$ cat src/rtl/fir_pkg.sv
// Shared constants and helpers for the FIR output post-processing stage.
// Saturation limits, the rounding constant and the FIFO pointer width come from these functions.
package fir_pkg;

    function automatic longint sat_max(input int w);
        return (longint'(1) <<< (w - 1)) - longint'(1);
    endfunction

    function automatic longint sat_min(input int w);
        return -(longint'(1) <<< (w - 1));
    endfunction

    // Adding half an output LSB before the shift gives round-half-up.
    function automatic longint round_const(input int shift);
        return longint'(1) <<< (shift - 1);
    endfunction

    function automatic int clog2(input int v);
        int r;
        r = 0;
        while ((1 << r) < v) r++;
        return r;
    endfunction

endpackage

$ cat src/rtl/fir_out_fifo.sv
// Synchronous first-word-fall-through FIFO. A push while full is accepted only
// if a pop happens in the same cycle; a pop while empty is ignored.
module fir_out_fifo
    import fir_pkg::*;
#(
    parameter int WIDTH = 16,
    parameter int DEPTH = 4
) (
    input  logic             clk,
    input  logic             rst,
    input  logic             push,
    input  logic             pop,
    input  logic [WIDTH-1:0] wdata,
    output logic [WIDTH-1:0] rdata,
    output logic             full,
    output logic             empty
);

    localparam int AW = clog2(DEPTH);

    logic [WIDTH-1:0] mem [DEPTH];
    logic [AW:0]      wr_ptr;
    logic [AW:0]      rd_ptr;
    logic             do_push;
    logic             do_pop;

    // The extra pointer bit tells full from empty when the indices match.
    assign empty   = (wr_ptr == rd_ptr);
    assign full    = (wr_ptr == {~rd_ptr[AW], rd_ptr[AW-1:0]});
    assign do_pop  = pop && !empty;
    assign do_push = push && (!full || do_pop);
    assign rdata   = empty ? '0 : mem[rd_ptr[AW-1:0]];

    always_ff @(posedge clk) begin
        if (do_push) mem[wr_ptr[AW-1:0]] <= wdata;
    end

    always_ff @(posedge clk) begin
        if (rst) begin
            wr_ptr <= '0;
            rd_ptr <= '0;
        end else begin
            if (do_push) wr_ptr <= wr_ptr + (AW + 1)'(1);
            if (do_pop)  rd_ptr <= rd_ptr + (AW + 1)'(1);
        end
    end

endmodule

$ cat src/rtl/fir_out_proc.sv
// FIR output post-processing: decimate, round half-up, saturate, then buffer in a FIFO.
// The FIR core cannot stall, so samples arriving at a full FIFO are dropped and flagged.
module fir_out_proc
    import fir_pkg::*;
#(
    parameter int DATA_IN_WIDTH  = 34,
    parameter int DATA_OUT_WIDTH = 16,
    parameter int SHIFT          = 15,
    parameter int DECIM_WIDTH    = 3,
    parameter int FIFO_DEPTH     = 4
) (
    input  logic                      clk,
    input  logic                      rst,
    input  logic                      decim_cfg_vld_i,
    input  logic [DECIM_WIDTH-1:0]    decim_cfg_i,
    input  logic                      data_vld_i,
    input  logic [DATA_IN_WIDTH-1:0]  data_i,
    input  logic                      data_rdy_i,
    output logic                      data_vld_o,
    output logic [DATA_OUT_WIDTH-1:0] data_o,
    input  logic                      ovf_clr_i,
    output logic                      ovf_o,
    output logic                      drop_o
);

    localparam int XW = DATA_IN_WIDTH + 1;
    localparam int RW = XW - SHIFT;
    localparam logic signed [RW-1:0] R_MAX = RW'(sat_max(DATA_OUT_WIDTH));
    localparam logic signed [RW-1:0] R_MIN = RW'(sat_min(DATA_OUT_WIDTH));
    localparam logic [DATA_OUT_WIDTH-1:0] OUT_MAX = DATA_OUT_WIDTH'(sat_max(DATA_OUT_WIDTH));
    localparam logic [DATA_OUT_WIDTH-1:0] OUT_MIN = DATA_OUT_WIDTH'(sat_min(DATA_OUT_WIDTH));
    localparam logic signed [XW-1:0] RND = XW'(round_const(SHIFT));

    logic [DECIM_WIDTH-1:0]    dec_q;
    logic [DECIM_WIDTH-1:0]    cnt;
    logic [DECIM_WIDTH-1:0]    dec_eff;
    logic [DECIM_WIDTH-1:0]    cnt_eff;
    logic                      keep;
    logic signed [XW-1:0]      ext;
    logic                      s1_vld;
    logic signed [RW-1:0]      s1_r;
    logic                      s2_vld;
    logic                      s2_ovf;
    logic [DATA_OUT_WIDTH-1:0] s2_data;
    logic                      fifo_full;
    logic                      fifo_empty;

    // A config load in the same cycle as a sample applies to that sample.
    always_comb begin
        dec_eff = decim_cfg_vld_i ? decim_cfg_i : dec_q;
        cnt_eff = decim_cfg_vld_i ? '0 : cnt;
        keep    = data_vld_i && (cnt_eff == '0);
    end

    assign ext = {data_i[DATA_IN_WIDTH-1], data_i};

    always_ff @(posedge clk) begin
        if (rst) begin
            dec_q   <= '0;
            cnt     <= '0;
            s1_vld  <= 1'b0;
            s1_r    <= '0;
            s2_vld  <= 1'b0;
            s2_ovf  <= 1'b0;
            s2_data <= '0;
            ovf_o   <= 1'b0;
            drop_o  <= 1'b0;
        end else begin
            if (decim_cfg_vld_i) dec_q <= decim_cfg_i;
            if (data_vld_i)
                cnt <= (cnt_eff == dec_eff) ? '0 : cnt_eff + DECIM_WIDTH'(1);
            else if (decim_cfg_vld_i)
                cnt <= '0;

            s1_vld <= keep;
            s1_r   <= RW'((ext + RND) >>> SHIFT);

            s2_vld <= s1_vld;
            if (s1_r > R_MAX) begin
                s2_data <= OUT_MAX;
                s2_ovf  <= 1'b1;
            end else if (s1_r < R_MIN) begin
                s2_data <= OUT_MIN;
                s2_ovf  <= 1'b1;
            end else begin
                s2_data <= s1_r[DATA_OUT_WIDTH-1:0];
                s2_ovf  <= 1'b0;
            end

            // A new overflow wins over a clear in the same cycle.
            if (s2_vld && s2_ovf) ovf_o <= 1'b1;
            else if (ovf_clr_i)   ovf_o <= 1'b0;

            drop_o <= s2_vld && fifo_full && !data_rdy_i;
        end
    end

    // Output handshake: a sample transfers on any rising edge where data_vld_o and
    // data_rdy_i are both high; data_o holds steady while data_vld_o && !data_rdy_i.
    assign data_vld_o = !fifo_empty;

    fir_out_fifo #(
        .WIDTH (DATA_OUT_WIDTH),
        .DEPTH (FIFO_DEPTH)
    ) u_fifo (
        .clk   (clk),
        .rst   (rst),
        .push  (s2_vld),
        .pop   (data_rdy_i),
        .wdata (s2_data),
        .rdata (data_o),
        .full  (fifo_full),
        .empty (fifo_empty)
    );

endmodule
$ cat config.mk
export PLATFORM = sky130hd
export DESIGN_NAME = fir_out_proc
export DESIGN_NICKNAME = d
export VERILOG_FILES = /design/src/rtl/fir_pkg.sv /design/src/rtl/fir_out_fifo.sv /design/src/rtl/fir_out_proc.sv
export SDC_FILE = /design/constraint.sdc
export NUM_CORES = 1
export LEC_CHECK = 0
export ABC_CLOCK_PERIOD_IN_PS = 4200
export BUFFER_PORTS_ARGS = -buffer_cell sky130_fd_sc_hd__buf_4
export CAP_MARGIN = 10
export CORE_ASPECT_RATIO = 2
export CORE_UTILIZATION = 36
export CTS_CLUSTER_DIAMETER = 50
export DETAILED_ROUTE_END_ITERATION = 12
export GPL_ROUTABILITY_DRIVEN = 0
export GPL_TIMING_DRIVEN = 1
export HOLD_SLACK_MARGIN = 0.03
export PLACE_DENSITY = 0.57
export REMOVE_ABC_BUFFERS = 1
export SLEW_MARGIN = 20
export SYNTH_ARGS = -nofsm -noshare
export SYNTH_HDL_FRONTEND = slang
export SYNTH_HIERARCHICAL = 1
export SYNTH_SLANG_ARGS = --single-unit
$ cat constraint.sdc
create_clock -name clk -period 4.2 [get_ports clk]
set_clock_uncertainty 0.05 [all_clocks]
set_input_delay 0.63 -clock clk [delete_from_list [all_inputs] [get_ports clk]]
set_output_delay 0.63 -clock clk [all_outputs]
set_load 0.005 [all_outputs]
---- Yosys cells after proc, flatten, opt, wreduce, memory -nomap -nowiden ----
Memories as Yosys holds them, arrays and structs flattened. A register that Yosys moved wholly into a read port is not among the register bits.
Cells that the tools add are included.
operators by class
  reductions and logical operators ........ 13
  bitwise operators ....................... 1
  order comparisons ....................... 2
  add/subtract/negate cells ............... 4
  mux-type cells .......................... 15
  equality and inequality tests ........... 3
operator list
  kind                                                                               count
  34-bit by 16-bit adder with 35-bit output, second input constant                   1
  16-bit 2-to-1 mux                                                                  2
  20-bit by 16-bit greater-than comparator with 1-bit output, second input constant  1
  20-bit by 16-bit < comparator with 1-bit output, second input constant             1
  15-bit 2-to-1 mux                                                                  1
  3-bit 2-to-1 mux                                                                   4
  3-bit by 1-bit adder with 3-bit output, second input constant                      3
  3-bit == test                                                                      3
  1-bit logical AND                                                                  6
  1-bit 2-to-1 mux                                                                   6
  2-bit 2-to-1 mux                                                                   2
  1-bit zero test                                                                    3
  3-bit zero test                                                                    1
  2-bit nonzero test                                                                 1
  2-bit OR reduction                                                                 1
  1-bit logical OR                                                                   1
  1-bit NOT                                                                          1
word-level totals
  memories ................................ 1
  logic and storage cells ................. 51
  output and inout bits ................... 19
  memory bits (writable) .................. 64
  bits in registers ....................... 53
  input port bits ......................... 43
memories
  memory      words  width  read ports  clocked after memory_dff  wr ports  line                text
  u_fifo.mem  4      16     1           1                         1         fir_out_fifo.sv:21  logic [WIDTH-1:0] mem [DEPTH];

---- Longest topological paths before layout ----
  word-level depth ........................ 7
  mapped depth ............................ 7
  depth with buffers taken out ............ 6

---- By module ----
Netlist, hierarchy kept.
modules (own cells, without submodules)
  module        times used  sequential area each (sq um)  area an instance (sq um)  cells each
  fir_out_fifo  1           2,082.0                       2,915.3                   155
  fir_out_proc  1           940.9                         1,850.5                   192

---- Worst setup path before layout ----
No wires, ideal clock.
  path kind ............................... input to register
  start point ............................. input port data_rdy_i
  end point ............................... register u_fifo.wr_ptr[2]
  slack ................................... 1,997 ps
  setup time .............................. 122 ps
  arrival ................................. 2,031 ps
  required time ........................... 4,028 ps
  cell stages on the path ................. 3
  buffers on the path ..................... 0
  cell sequence ........................... inv_1 -> a41oi_1 -> mux2_2
between the ends
  longest elaborated chain between the ends .. 3
RTL lines
  element               line                text
  from (decl)           fir_out_proc.sv:18  input logic data_rdy_i,
  1-bit logical AND     fir_out_fifo.sv:30  assign do_pop = pop && !empty;
  1-bit logical OR      fir_out_fifo.sv:31  assign do_push = push && (!full || do_pop);
  1-bit logical AND     fir_out_fifo.sv:31
  to (signal assigned)  fir_out_fifo.sv:43  if (do_push) wr_ptr <= wr_ptr + (AW + 1)'(1);
  to (decl)             fir_out_fifo.sv:22  logic [AW:0] wr_ptr;
No other way between the ends.
A chain may end at the register's enable or synchronous reset.

==> reports/summary.txt <==
====================================================================================================
Top-Level Pins                                                                                    62
Fraction of layout cells with a size suffix above 1                                            25.0%
N_diodes                                                                                           0
Final cell count without fillers                                                                 568
Fmax                                                                                       0.374 GHz
CP required                                                                                  3.52 ns
Cell internal power dissipation                                                              2.50 mW
Horizontal extent of the die                                                                 83.4 um
Crit-path max FO                                                                                  16
DIE AREA                                                                                 0.0137 mm^2
Pin count of the biggest net entering global routing                                              42
RSZ-0062 raised after global routing                                                           false
Worst-case vdd ir drop                                                                    0.000241 V
Clock insertion delay at the later pin of the skew report                                    0.45 ns
Starting density of the core                                                                   36.7%
Psw                                                                                           656 uW
Hold_buf cts                                                                                       0
Library cell with the largest summed area after synthesis                                   edfxtp_1
Timing endpoint of the critical path                                                       data_o[8]
Residual DRC                                                                                       0
Clock tree from TritonCTS                                                                        yes
TNS Setup                                                                                       0 ns
Worst slack after detailed placement                                                         1.86 ns
Placeable core region                                                                    0.0130 mm^2
Detail-routed net length per standard cell                                                   14.7 um
Final nets                                                                                       462
Xor and xnor fraction of the mapped netlist area                                               4.04%
Number of vias per cell                                                                         4.95
Total number of vias                                                                           2,811
Number of standard-cell rows in the floorplan                                                     59
Register share of total power                                                                  41.5%
Share of async-settable or async-resettable flops after synthesis                                 0%
Slew at the pin with the worst max-slew slack                                                1.02 ns
First-pass DRT Iterations                                                                          4
Number of clock buffers inserted by TritonCTS                                                     25
Iter 0 DRT Violations                                                                            100
Post-synthesis adder-cell area fraction                                                        2.10%
Slew Viols, Final                                                                                  0
Clock-pin slew reported for the worst setup and hold paths after clock tree synthesis        0.04 ns
Worst reg2reg endpoint                                                                  u_fifo/mem[2][10]$_DFFE_PP_
Max clock buf depth                                                                                3
Die boundary height                                                                           165 um
Total of max-cap violations                                                                        0
Register bit total from synthesis                                                                119
RR Startpoint                                                                           u_fifo/wr_ptr[0]$_SDFFE_PP0P_
Initial antenna violation count                                                                    0
Combined area of all synthesized cells                                                  0.00477 mm^2
Port Buffers                                                                                      47
Wire length of the first global-routing pass                                                 14.0 mm
Number of enable-type register cells in the synthesized netlist                                   64
Syn Inst Count                                                                                   347
Dominant cells by area after synthesis                                                  edfxtp_1 (40%), dfxtp_1 (23%), mux4_2 (7.6%)
Primary flip-flop cell chosen by synthesis mapping                                          edfxtp_1
GRT Resource Usage Total                                                                       13.1%
Share of Yosys cell area claimed by the top area cell type                                     40.3%
Kind of end point of the critical path                                                   output port
Post-synthesis cell type count                                                                    49
Launching element type of the critical path                                                 register
HP Start                                                                                  data_rdy_i
Tmin final                                                                                   2.67 ns
Cell at the root of the clock tree                                                         clkbuf_16
Layout overhead on the synthesized area                                                        24.4%
Overall overflow remaining after global route                                                      0
Post_cts resized                                                                                   0
Worst-path cell chain                                                                   mux4_2 -> nor2b_1 -> buf_4
Path type of the worst min-delay path                                                   primary input to register
Clock share of power                                                                           48.4%
CP Class                                                                                register to output port
FF-to-FF setup slack                                                                         1.94 ns
WL final                                                                                     8.34 mm
Final Hold Violating Endpoints                                                                     0
Number of setup violations in the final report                                                     0
Reg2Reg Depth                                                                                      3
Post-synthesis simple-gate area fraction                                                       13.3%
Combinational share of power                                                                   10.1%
Arrival time reported for the critical path endpoint                                         1.99 ns
Number of cells in the design after placement                                                    536
Crit-path slowest cell                                                                       dfxtp_1
Sink count of the clock tree                                                                     119
Number of nets with antenna violations after detailed routing                                      0
Total half-perimeter wirelength after legalization and detailed placement                    5.77 mm
CTS HTree Levels                                                                                   4
Final worst setup slack                                                                      1.53 ns
Buffers inserted by post-CTS timing repair                                                         0
PnR Total Power                                                                              3.16 mW
Part of the Yosys area used for sequential elements                                            63.4%
Switching Fraction                                                                             20.8%
Number of global-route vias before repair                                                      3,016
Syn avg cell area                                                                          13.7 um^2
Combinational family with the most area after synthesis                                 simple AND/OR/NAND/NOR gates
Compound-gate portion of the synthesized area                                                  5.25%
Worst path max stage delay                                                                   0.84 ns
Share of synthesized area spent on multiplexers                                                9.87%
Count of warnings emitted by yosys                                                                 6
Slew HR                                                                                        30.9%
Cell area power density                                                                  533 mW/mm^2
Lkg Pwr                                                                                      2.18 nW
Status                                                                                  finished, final reports clean
Worst hold slack across all endpoints                                                       0.344 ns
Fraction of the cycle the final worst path needs                                               63.6%
====================================================================================================
per-stage QoR:
stage,area [um^2],util [%]
3_3_place_gp,5280,40.6
2_1_floorplan,4710,-
5_1_grt,5930,45.6
4_1_cts,5930,45.6
6_report,5930,45.6
3_5_place_dp,5280,40.6
Yosys cell counts, types with 2 or more instances:
master and n:
o21ai_0 4, a21oi_1 10, a31oi_1 2, nand4_1 7
buf_1 2, nor2_1 27, nor4_1 5, and2_1 4
ha_1 8, xor2_1 11, nand2b_1 5, nor3_1 3
dfxtp_1 55, nor2b_1 23, buf_2 3, o21ai_1 2
xnor2_1 11, inv_1 10, nand3_1 8, nand2_1 12
mux4_2 16, mux2i_1 5, edfxtp_1 64, clkbuf_1 7
and3_1 2, mux2_2 3, o21a_1 15, or3_1 2
state kept, by name, indices dropped and copies added, names as in the netlist, named ones only:
register / cells
u_fifo/rd_ptr: 3
cnt: 3
s2_vld: 1
u_fifo/mem: 64
s2_ovf: 1
u_fifo/wr_ptr: 3
s2_data: 16
ovf_o: 1
s1_vld: 1
dec_q: 3
drop_o: 1
s1_r: 20
logic make-up (layout without fill, tap and decap cells):
logic type      Yosys count  after routing
xor+xnor                 22             22
flops                   119            119
compound gates           38             38
simple gates            111            111
mux                      26             26
buf+inv                  23             92
fa+ha+maj                 8              8
power groups by stage:
| stage | registers [mW] | clock network, mW | logic [mW] |
|---|---|---|---|
| floorplan | 1.34 | 0 | 0.172 |
| global placement | 1.33 | 0 | 0.326 |
| detailed placement | 1.33 | 0 | 0.331 |
| CTS | 1.31 | 1.57 | 0.332 |
| global route | 1.32 | 1.63 | 0.359 |
| finish | 1.31 | 1.53 | 0.321 |
worst min-delay path by stage:
| stage | end | slack, ns | cells after the start |
|---|---|---|---|
| final | drop_o$_SDFF_PP0_ | 0.34 | 2 |
| after global routing | drop_o$_SDFF_PP0_ | 0.34 | 2 |
| after CTS | drop_o$_SDFF_PP0_ | 0.33 | 2 |
| after detailed placement | s2_data[10]$_SDFF_PP0_ | 0.37 | 1 |
| after global placement | s2_vld$_SDFF_PP0_ | 0.37 | 1 |
| after floorplan | s2_vld$_SDFF_PP0_ | 0.36 | 1 |
worst max-delay path, delay by kind of cell (launching register included):
kind / cells / cell delay (ns)
buf+inv: 1 / 0.13
flops: 1 / 0.84
mux: 1 / 0.42
simple gates: 1 / 0.14
layer usage:
| layer | routed length, um | part of all wire (%) | track usage [%] |
|---|---|---|---|
| met5 | 0 | 0 | 0 |
| met1 | 2980 | 36 | 11.8 |
| met2 | 4890 | 59 | 26.2 |
| met4 | 229 | 2.7 | 8.39 |
| met3 | 243 | 2.9 | 2.50 |
area by class of cell:
type / instances / area (um^2)
well taps: 152 / 190
multi-input cells: 205 / 1650
repair buffers: 50 / 375
clock buffers: 28 / 637
clock inverters: 4 / 17.5
flip-flops and latches: 119 / 3020
inverters: 10 / 37.5
fillers: 1155 / 7060
layout by cell type (no fill, tap or decap), types with 4 or more instances in the layout:
cell type / synthesis / final
a21oi_1: 10 / 10
and2_1: 4 / 4
buf_4: 1 / 50
clkbuf_16: 0 / 25
dfxtp_1: 55 / 55
edfxtp_1: 64 / 64
ha_1: 8 / 8
inv_1: 10 / 10
mux2i_1: 5 / 5
mux4_2: 16 / 16
nand2_1: 12 / 12
nand2b_1: 5 / 5
nand3_1: 8 / 8
nand4_1: 7 / 7
nor2_1: 27 / 27
nor2b_1: 23 / 23
nor4_1: 5 / 5
o21a_1: 15 / 15
o21ai_0: 4 / 4
xnor2_1: 11 / 11
xor2_1: 11 / 11
No activity file was read; power rests on OpenSTA's default activity.
